<file path="config.mk">
export PLATFORM = sky130hd
export DESIGN_NAME = multdiv_ctrl
export DESIGN_NICKNAME = d
export VERILOG_FILES = /design/src/rtl/multdiv_ctrl.sv
export SDC_FILE = /design/constraint.sdc
export NUM_CORES = 1
export LEC_CHECK = 0
export BUFFER_PORTS_ARGS = -buffer_cell sky130_fd_sc_hd__buf_2
export CAP_MARGIN = 20
export CORE_MARGIN = 10
export CORE_UTILIZATION = 47
export CTS_CLUSTER_DIAMETER = 120
export DETAILED_ROUTE_END_ITERATION = 10
export PLACE_DENSITY = 0.8
export SETUP_SLACK_MARGIN = 0.5
export SLEW_MARGIN = 25
export SYNTH_ARGS = -nofsm -noshare
export SYNTH_HDL_FRONTEND = slang
export SYNTH_SLANG_ARGS = --single-unit
</file>
<file path="constraint.sdc">
create_clock -name clk -period 2.5 [get_ports clk]
set_input_delay 0.25 -clock clk [delete_from_list [all_inputs] [get_ports clk]]
set_output_delay 0.25 -clock clk [all_outputs]
set_load 0.05 [all_outputs]
</file>
<file path="src/rtl/multdiv_ctrl.sv">
// HI/LO control for a multi-cycle mult/div unit: stalls the execute stage while an
// operation is in flight and commits the unit's result into the architectural HI/LO.
module multdiv_ctrl #(
    parameter int unsigned MULT_LAT = 5,
    parameter int unsigned DIV_LAT  = 34
) (
    input  logic        clk,
    input  logic        reset,
    input  logic        req_valid,
    input  logic [2:0]  req_op,
    input  logic [31:0] a,
    input  logic [31:0] b,
    input  logic        flushE,
    output logic        stall,
    output logic        busy,
    output logic [31:0] hi,
    output logic [31:0] lo,
    output logic        unit_start,
    output logic [1:0]  unit_op,
    output logic [31:0] unit_a,
    output logic [31:0] unit_b,
    input  logic [31:0] unit_hi,
    input  logic [31:0] unit_lo
);
    typedef enum logic {IDLE, BUSY} state_t;

    localparam logic [2:0] OP_MULT = 3'd1;
    localparam logic [2:0] OP_DIVU = 3'd4;
    localparam logic [2:0] OP_MTHI = 3'd5;
    localparam logic [2:0] OP_MTLO = 3'd6;
    localparam logic [5:0] MULT_CNT = 6'(MULT_LAT);
    localparam logic [5:0] DIV_CNT  = 6'(DIV_LAT);

    state_t      state_q;
    logic [5:0]  cnt_q;
    logic [31:0] hi_q, lo_q, unit_a_q, unit_b_q;
    logic [1:0]  unit_op_q;
    logic        start_q;

    logic is_md, accept, in_busy, last;

    always_comb begin
        is_md   = (req_op >= OP_MULT) && (req_op <= OP_DIVU);
        in_busy = (state_q == BUSY);
        accept  = !in_busy && req_valid && is_md && !flushE;
        last    = in_busy && (cnt_q == 6'd1);
    end

    // Accept cycle counts as the first stalled cycle, so BUSY only stalls while cnt != 1.
    assign stall      = accept || (in_busy && (cnt_q != 6'd1));
    assign busy       = in_busy;
    assign hi         = hi_q;
    assign lo         = lo_q;
    assign unit_start = start_q;
    assign unit_op    = unit_op_q;
    assign unit_a     = unit_a_q;
    assign unit_b     = unit_b_q;

    always_ff @(posedge clk) begin
        if (reset) begin
            state_q   <= IDLE;
            cnt_q     <= 6'd0;
            hi_q      <= 32'd0;
            lo_q      <= 32'd0;
            unit_op_q <= 2'd0;
            unit_a_q  <= 32'd0;
            unit_b_q  <= 32'd0;
            start_q   <= 1'b0;
        end else begin
            start_q <= 1'b0;
            case (state_q)
                IDLE: begin
                    if (accept) begin
                        state_q   <= BUSY;
                        start_q   <= 1'b1;
                        unit_op_q <= 2'(req_op - OP_MULT);
                        unit_a_q  <= a;
                        unit_b_q  <= b;
                        cnt_q     <= (req_op < 3'd3) ? MULT_CNT : DIV_CNT;
                    end else if (req_valid && !flushE && req_op == OP_MTHI) begin
                        hi_q <= a;
                    end else if (req_valid && !flushE && req_op == OP_MTLO) begin
                        lo_q <= a;
                    end
                end
                BUSY: begin
                    if (flushE) begin
                        state_q <= IDLE;
                        cnt_q   <= 6'd0;
                    end else if (last) begin
                        state_q <= IDLE;
                        cnt_q   <= 6'd0;
                        hi_q    <= unit_hi;
                        lo_q    <= unit_lo;
                    end else begin
                        cnt_q <= cnt_q - 6'd1;
                    end
                end
                default: state_q <= IDLE;
            endcase
        end
    end
endmodule

</file>
# ---- After elaboration in Yosys (flattened, before gate mapping)
# Cells that the tools add are included.
dict set report op_classes {
  add_sub_neg 2
  n_lt_le_gt_ge 3
  n_eq_ne 11
  n_mux 20
  bitwise_logic 1
  reduce_logical 16
}
# operator n
set op_table {}
lappend op_table {{$mux 32} 9}
lappend op_table {{$pmux 32 s2} 2}
lappend op_table {{$mux 6} 4}
lappend op_table {{$ne 2x2->1 const B} 6}
lappend op_table {{$pmux 6 s2} 1}
lappend op_table {{$logic_and 1x1->1} 9}
lappend op_table {{$eq 3x3->1 const B} 2}
lappend op_table {{$eq 6x1->1 const B} 1}
lappend op_table {{$ne 6x1->1 const B} 1}
lappend op_table {{$sub 6x1->6 const B} 1}
lappend op_table {{$reduce_and 5->1} 1}
lappend op_table {{$reduce_and 4->1} 1}
lappend op_table {{$ge 3x1->1 const B} 1}
lappend op_table {{$le 3x3->1 const B} 1}
lappend op_table {{$lt 3x2->1 const B} 1}
lappend op_table {{$mux 1} 3}
lappend op_table {{$logic_not 1->1} 2}
lappend op_table {{$ne 2x1->1 const B} 1}
lappend op_table {{$pmux 1 s2} 1}
lappend op_table {{$reduce_and 2->1} 1}
lappend op_table {{$reduce_or 2->1} 1}
lappend op_table {{$sub 2x1->2 const B} 1}
lappend op_table {{$logic_or 1x1->1} 1}
lappend op_table {{$not 1->1} 1}
dict set report word_totals {
  ff_bits 138
  in_bits 135
  out_inout_bits 133
  elab_cells 61
}

# ---- Depth between registers and ports, before layout
dict set report depth {
  word_depth 7
  depth_mapped 9
  mapped_depth_nobuf 6
}

# ---- Worst setup path before layout
# OpenSTA, ideal clock, no wires.
dict set report synth_timing {
  path_kind {flip-flop to output port}
  start {reg state_q, in the netlist busy}
  end {out stall}
  t_arrival_ns 2.095
  required_ns 2.250
  path_slack_ns 0.155
  stages_incl_launch_ff 7
  path_buffers 3
  cell_sequence {dfxtp_1 > buf_2 > or3b_4 > or3_1 > clkbuf_1 > clkbuf_1 > nand2_1}
}
dict set report synth_via {
  elab_chain_cells 5
  elab_cells_between_ends 6
  cone_classes {reduce/logical (6)}
}
# item line_no
set synth_rtl {}
lappend synth_rtl {{start: declaration} 34} ;# state_t state_q;
lappend synth_rtl {{start signal: assignment} 61} ;# state_q <= IDLE;
lappend synth_rtl {{start signal: assignment} 74} ;# state_q <= BUSY;
lappend synth_rtl {{start signal: assignment} 88} ;# state_q <= IDLE;
lappend synth_rtl {{$logic_not 1->1} 45} ;# accept = !in_busy && req_valid && is_md && !flushE;
lappend synth_rtl {{$logic_and 1x1->1 (3 in a row)} 45}
lappend synth_rtl {{$logic_or 1x1->1 *} 50} ;# assign stall = accept || (in_busy && (cnt_q != 6'd1));
lappend synth_rtl {{end: declaration} 14} ;# output logic stall,
# Mark *: on every way between the ends. The rest lies on a longest branch, timed or not.

# ---- Worst setup path in the final report
dict set report layout_timing {
  start {reg cnt_q[1]}
  end {out stall}
}
dict set report layout_via {
  elab_chain_cells 3
}
# item line_no
set layout_rtl {}
lappend layout_rtl {{start: declaration} 35} ;# logic [5:0] cnt_q;
lappend layout_rtl {{start signal: assignment} 79} ;# cnt_q <= (req_op < 3'd3) ? MULT_CNT : DIV_CNT;
lappend layout_rtl {{start signal: assignment} 96} ;# cnt_q <= cnt_q - 6'd1;
lappend layout_rtl {{$ne 6x1->1} 50}
lappend layout_rtl {{$logic_and 1x1->1} 50}
lappend layout_rtl {{$logic_or 1x1->1} 50}
# No other way between the ends.

==> results_dict.tcl <==
set metrics [dict create \
    initial_core_util_pct 48.3 \
    power_w 0.00601 \
    maxCapViolCount 0 \
    vdd_drop_max_mv 0.660 \
    worst_setup_path_start_kind "flip-flop" \
    chipHeight_microns 132 \
    final_hold_viol_count 0 \
    ys_ff_latch 138 \
    cellPowerDensity_nw_per_um2 749 \
    dr.max_layer_used "met4" \
    r2r_cells 8 \
    core_region_area_sq_um 12100 \
    crit_buf_inv 2 \
    maxSlewViolCount 0 \
    max_freq_mhz 483 \
    grt-ovfl-total 0 \
    tightest_slew_ps 631 \
    pwr-share-comb_pct 19.5 \
    min_path_cells 3 \
    drtIter0Drc 321 \
    yosys_warnings 0 \
    num_io_pins 268 \
    fillers 1016 \
    hold_start "b[7]" \
    vias 5891 \
    clock_latency_ps 410 \
    synth.avg_cell_area_sq_um 8.92 \
    power_switching_w 0.00177 \
    grt_use_total_pct 22.7 \
    m1WireLength_microns 8240 \
    fin_crit_sh_pct 82.8 \
    crit_fanout 2 \
    slowest_stage "or4b_4" \
    p_seq_share_pct 39.5 \
    cts_hold_buf 0 \
    finalCriticalPeriod_ps 2070 \
    route.met2.wl_microns 9830 \
    gp_congestion 0.869 \
    endpoint_kind "primary output" \
    cts_root_buf "clkbuf_16" \
    leakagePower_nw 3.44 \
    critPathRequiredTime_ps 2250 \
    htreeDepth 4 \
    dp_hpwl_microns 15100 \
    pre_cts_ws_ps 321 \
    hold_path.class "in2reg" \
    wl_per_cell_microns 19.0 \
    die_w_microns 132 \
    grt_pass1_wl_microns 32400 \
    grt_pass1_vias 5956 \
    syn-num-nets 796 \
    p_int_w 0.00423 \
    dr.pass1.iters 6 \
    fin_nets 1048 \
    arrival_ps 1820 \
    crit_family "simple AND/OR/NAND/NOR gates" \
    reg2reg_to "hi[12]$_SDFFE_PP0P_" \
    rr_startpoint "cnt_q[1]$_SDFFE_PP0P_" \
    syn2layout_area_growth_pct 37.0 \
    dieArea_sq_um 17300 \
    fin_ws_ps 429 \
    async_reset_ff_share_pct 0 \
    drc 0 \
    synthesis.area_sq_um 5850 \
    dpl_cell_area_sq_um 7280 \
    cts.sinks 138 \
    synthCells 656 \
    cts_buffers 17 \
    p_sw_share_pct 29.5 \
    ys_types 38 \
    fin_tns_setup_ps 0 \
    critPathKind "reg2out" \
    grt_max_degree 61 \
    worst_hold_path.endpoint "unit_b[7]$_SDFFE_PP0P_" \
    synth_edf_count 0 \
    status "complete, no violations" \
    synth_ff_type "dfxtp_1" \
    tritoncts "yes" \
    rsz0062_at_grt "true" \
    path_cells "inv_2 -> ha_4 -> or4b_4 -> o21ai_4 -> nand2_4 -> buf_8" \
    antenna_found_initial 1 \
    rows 40 \
    antenna_left 0 \
    drt_wl_total_microns 20700 \
    r2r_setup_slack_ps 540 \
    synth.yosys.seq_area_share_pct 47.2 \
    dr_wl_met3_microns 2280 \
    clockPowerShare_pct 41.0 \
    slew_headroom_pct 57.4 \
    clk_pin_slew_ps 60 \
    cts_max_path_buffers 2 \
    drive_gt1_share_pct 37.2 \
    finish.instance_area_sq_um 8020 \
    port_buffers 267 \
    avgViaCountPerCell 5.40 \
    setup_violations 0 \
    fin_skew_ps 4.37 \
    slowest_delay_ps 480 \
]
## layout by cell type (no fill, tap or decap), types with 3 or more instances in the layout
cell type	n
nor2_1	7
clkbuf_16	18
inv_1	9
buf_2	265
a211oi_2	3
buf_4	16
buf_8	3
mux2i_1	64
ha_1	4
a21oi_1	136
dfxtp_1	135
clkbuf_1	3
nand2_1	130
a211oi_1	67
o21ai_0	3
clkbuf_8	8
buf_6	5
nor2b_1	3
## tightest hold or removal path, cell delays in order
cell	delay, ps
buf_2	90
nand2_1	40
a21oi_1	50
## cell families after synthesis
kind of cell	count (synthesis)	synth area share (%)
and+or+nand+nor	161	11.8
adders and majority gates	5	1.07
buffers and inverters	70	6.50
muxes	64	10.9
AOI/OAI and AO/OA	218	22.5
DFF	138	47.2
## power by group through the flow
stage	logic (W)	clock network, W	registers (W)
after global routing	0.00126	0.00258	0.00238
after floorplan	0.000431	0	0.00277
final	0.00117	0.00246	0.00237
after global placement	0.00112	0	0.00241
after detailed placement	0.00113	0	0.00241
after CTS	0.00115	0.00250	0.00237
## flip-flops by register name, indices dropped and copies added (netlist names)
signal / flops
unit_b: 32
unit_a: 32
unit_start: 1
hi: 32
unit_op: 2
busy: 1
cnt_q: 6
lo: 32
## Yosys cell counts, drive strengths merged (2+ instances only)
cell / count / area, sq um
nor4: 2 / 18.8
a21oi: 137 / 686
inv: 10 / 37.5
nor3: 3 / 20.0
clkbuf: 34 / 129
o41ai: 2 / 36.3
nor2b: 3 / 18.8
nor2: 7 / 26.3
nand2b: 2 / 12.5
a211oi: 70 / 526
dfxtp: 138 / 2760
mux2i: 64 / 641
a31oi: 2 / 12.5
o21ai: 4 / 23.8
and2: 3 / 18.8
buf: 26 / 214
or3: 3 / 18.8
or4b: 2 / 20.0
ha: 5 / 62.6
nand2: 131 / 492
## area by class of cell
cell class              count  area, sq um  share of cell area (%)
multi-input cells         448         2780                    34.7
flip-flops and latches    138         2770                    34.5
repair buffers            293         1630                    20.3
clock buffers              27          533                    6.65
well taps                 168          210                    2.62
clock inverters             5         56.3                   0.702
inverters                  10         37.5                   0.468
diodes                      1         2.50                  0.0312
## per-layer routing
metal | GRT usage [%] | vias to the layer above
met3 | 11.0 | 33
li1 | - | 2827
met2 | 36.6 | 294
met4 | 7.05 | 0
met1 | 25.9 | 2737
met5 | 0 | -
## worst max-delay path by stage
stage | slack (ps) | cells after the start | startpoint | to
finish | 430 | 6 | cnt_q[1]$_SDFFE_PP0P_ | stall
global route | 370 | 6 | cnt_q[1]$_SDFFE_PP0P_ | stall
CTS | 440 | 6 | cnt_q[1]$_SDFFE_PP0P_ | stall
detailed placement | 320 | 8 | req_op[1] | unit_b[30]$_SDFFE_PP0P_
global placement | 450 | 7 | cnt_q[1]$_SDFFE_PP0P_ | lo[7]$_SDFFE_PP0P_
floorplan | 510 | 6 | busy$_SDFF_PP0_ | stall
## metrics by stage
stage / utilization [%] / cells / hold WS (ps)
after floorplan: - / 656 / 346
after global placement: 60.1 / 1052 / 438
after detailed placement: 60.1 / 1052 / 443
after CTS: 65.5 / 1087 / 53.1
after global routing: 66.2 / 1089 / 59.7
final: 66.2 / 1090 / 69.3
## timing repair
| action | 4_1_cts | 5_1_grt |
|---|---|---|
| setup buffers | 3 | 1 |
| hold endpoints to repair | 0 | 0 |
| endpoints found under the setup margin | 65 | 65 |
| pin swaps | 3 | 2 |
| gates cloned | 0 | 1 |
| gates resized for setup | 12 | 14 |
No activity file was read; power rests on OpenSTA's default activity.
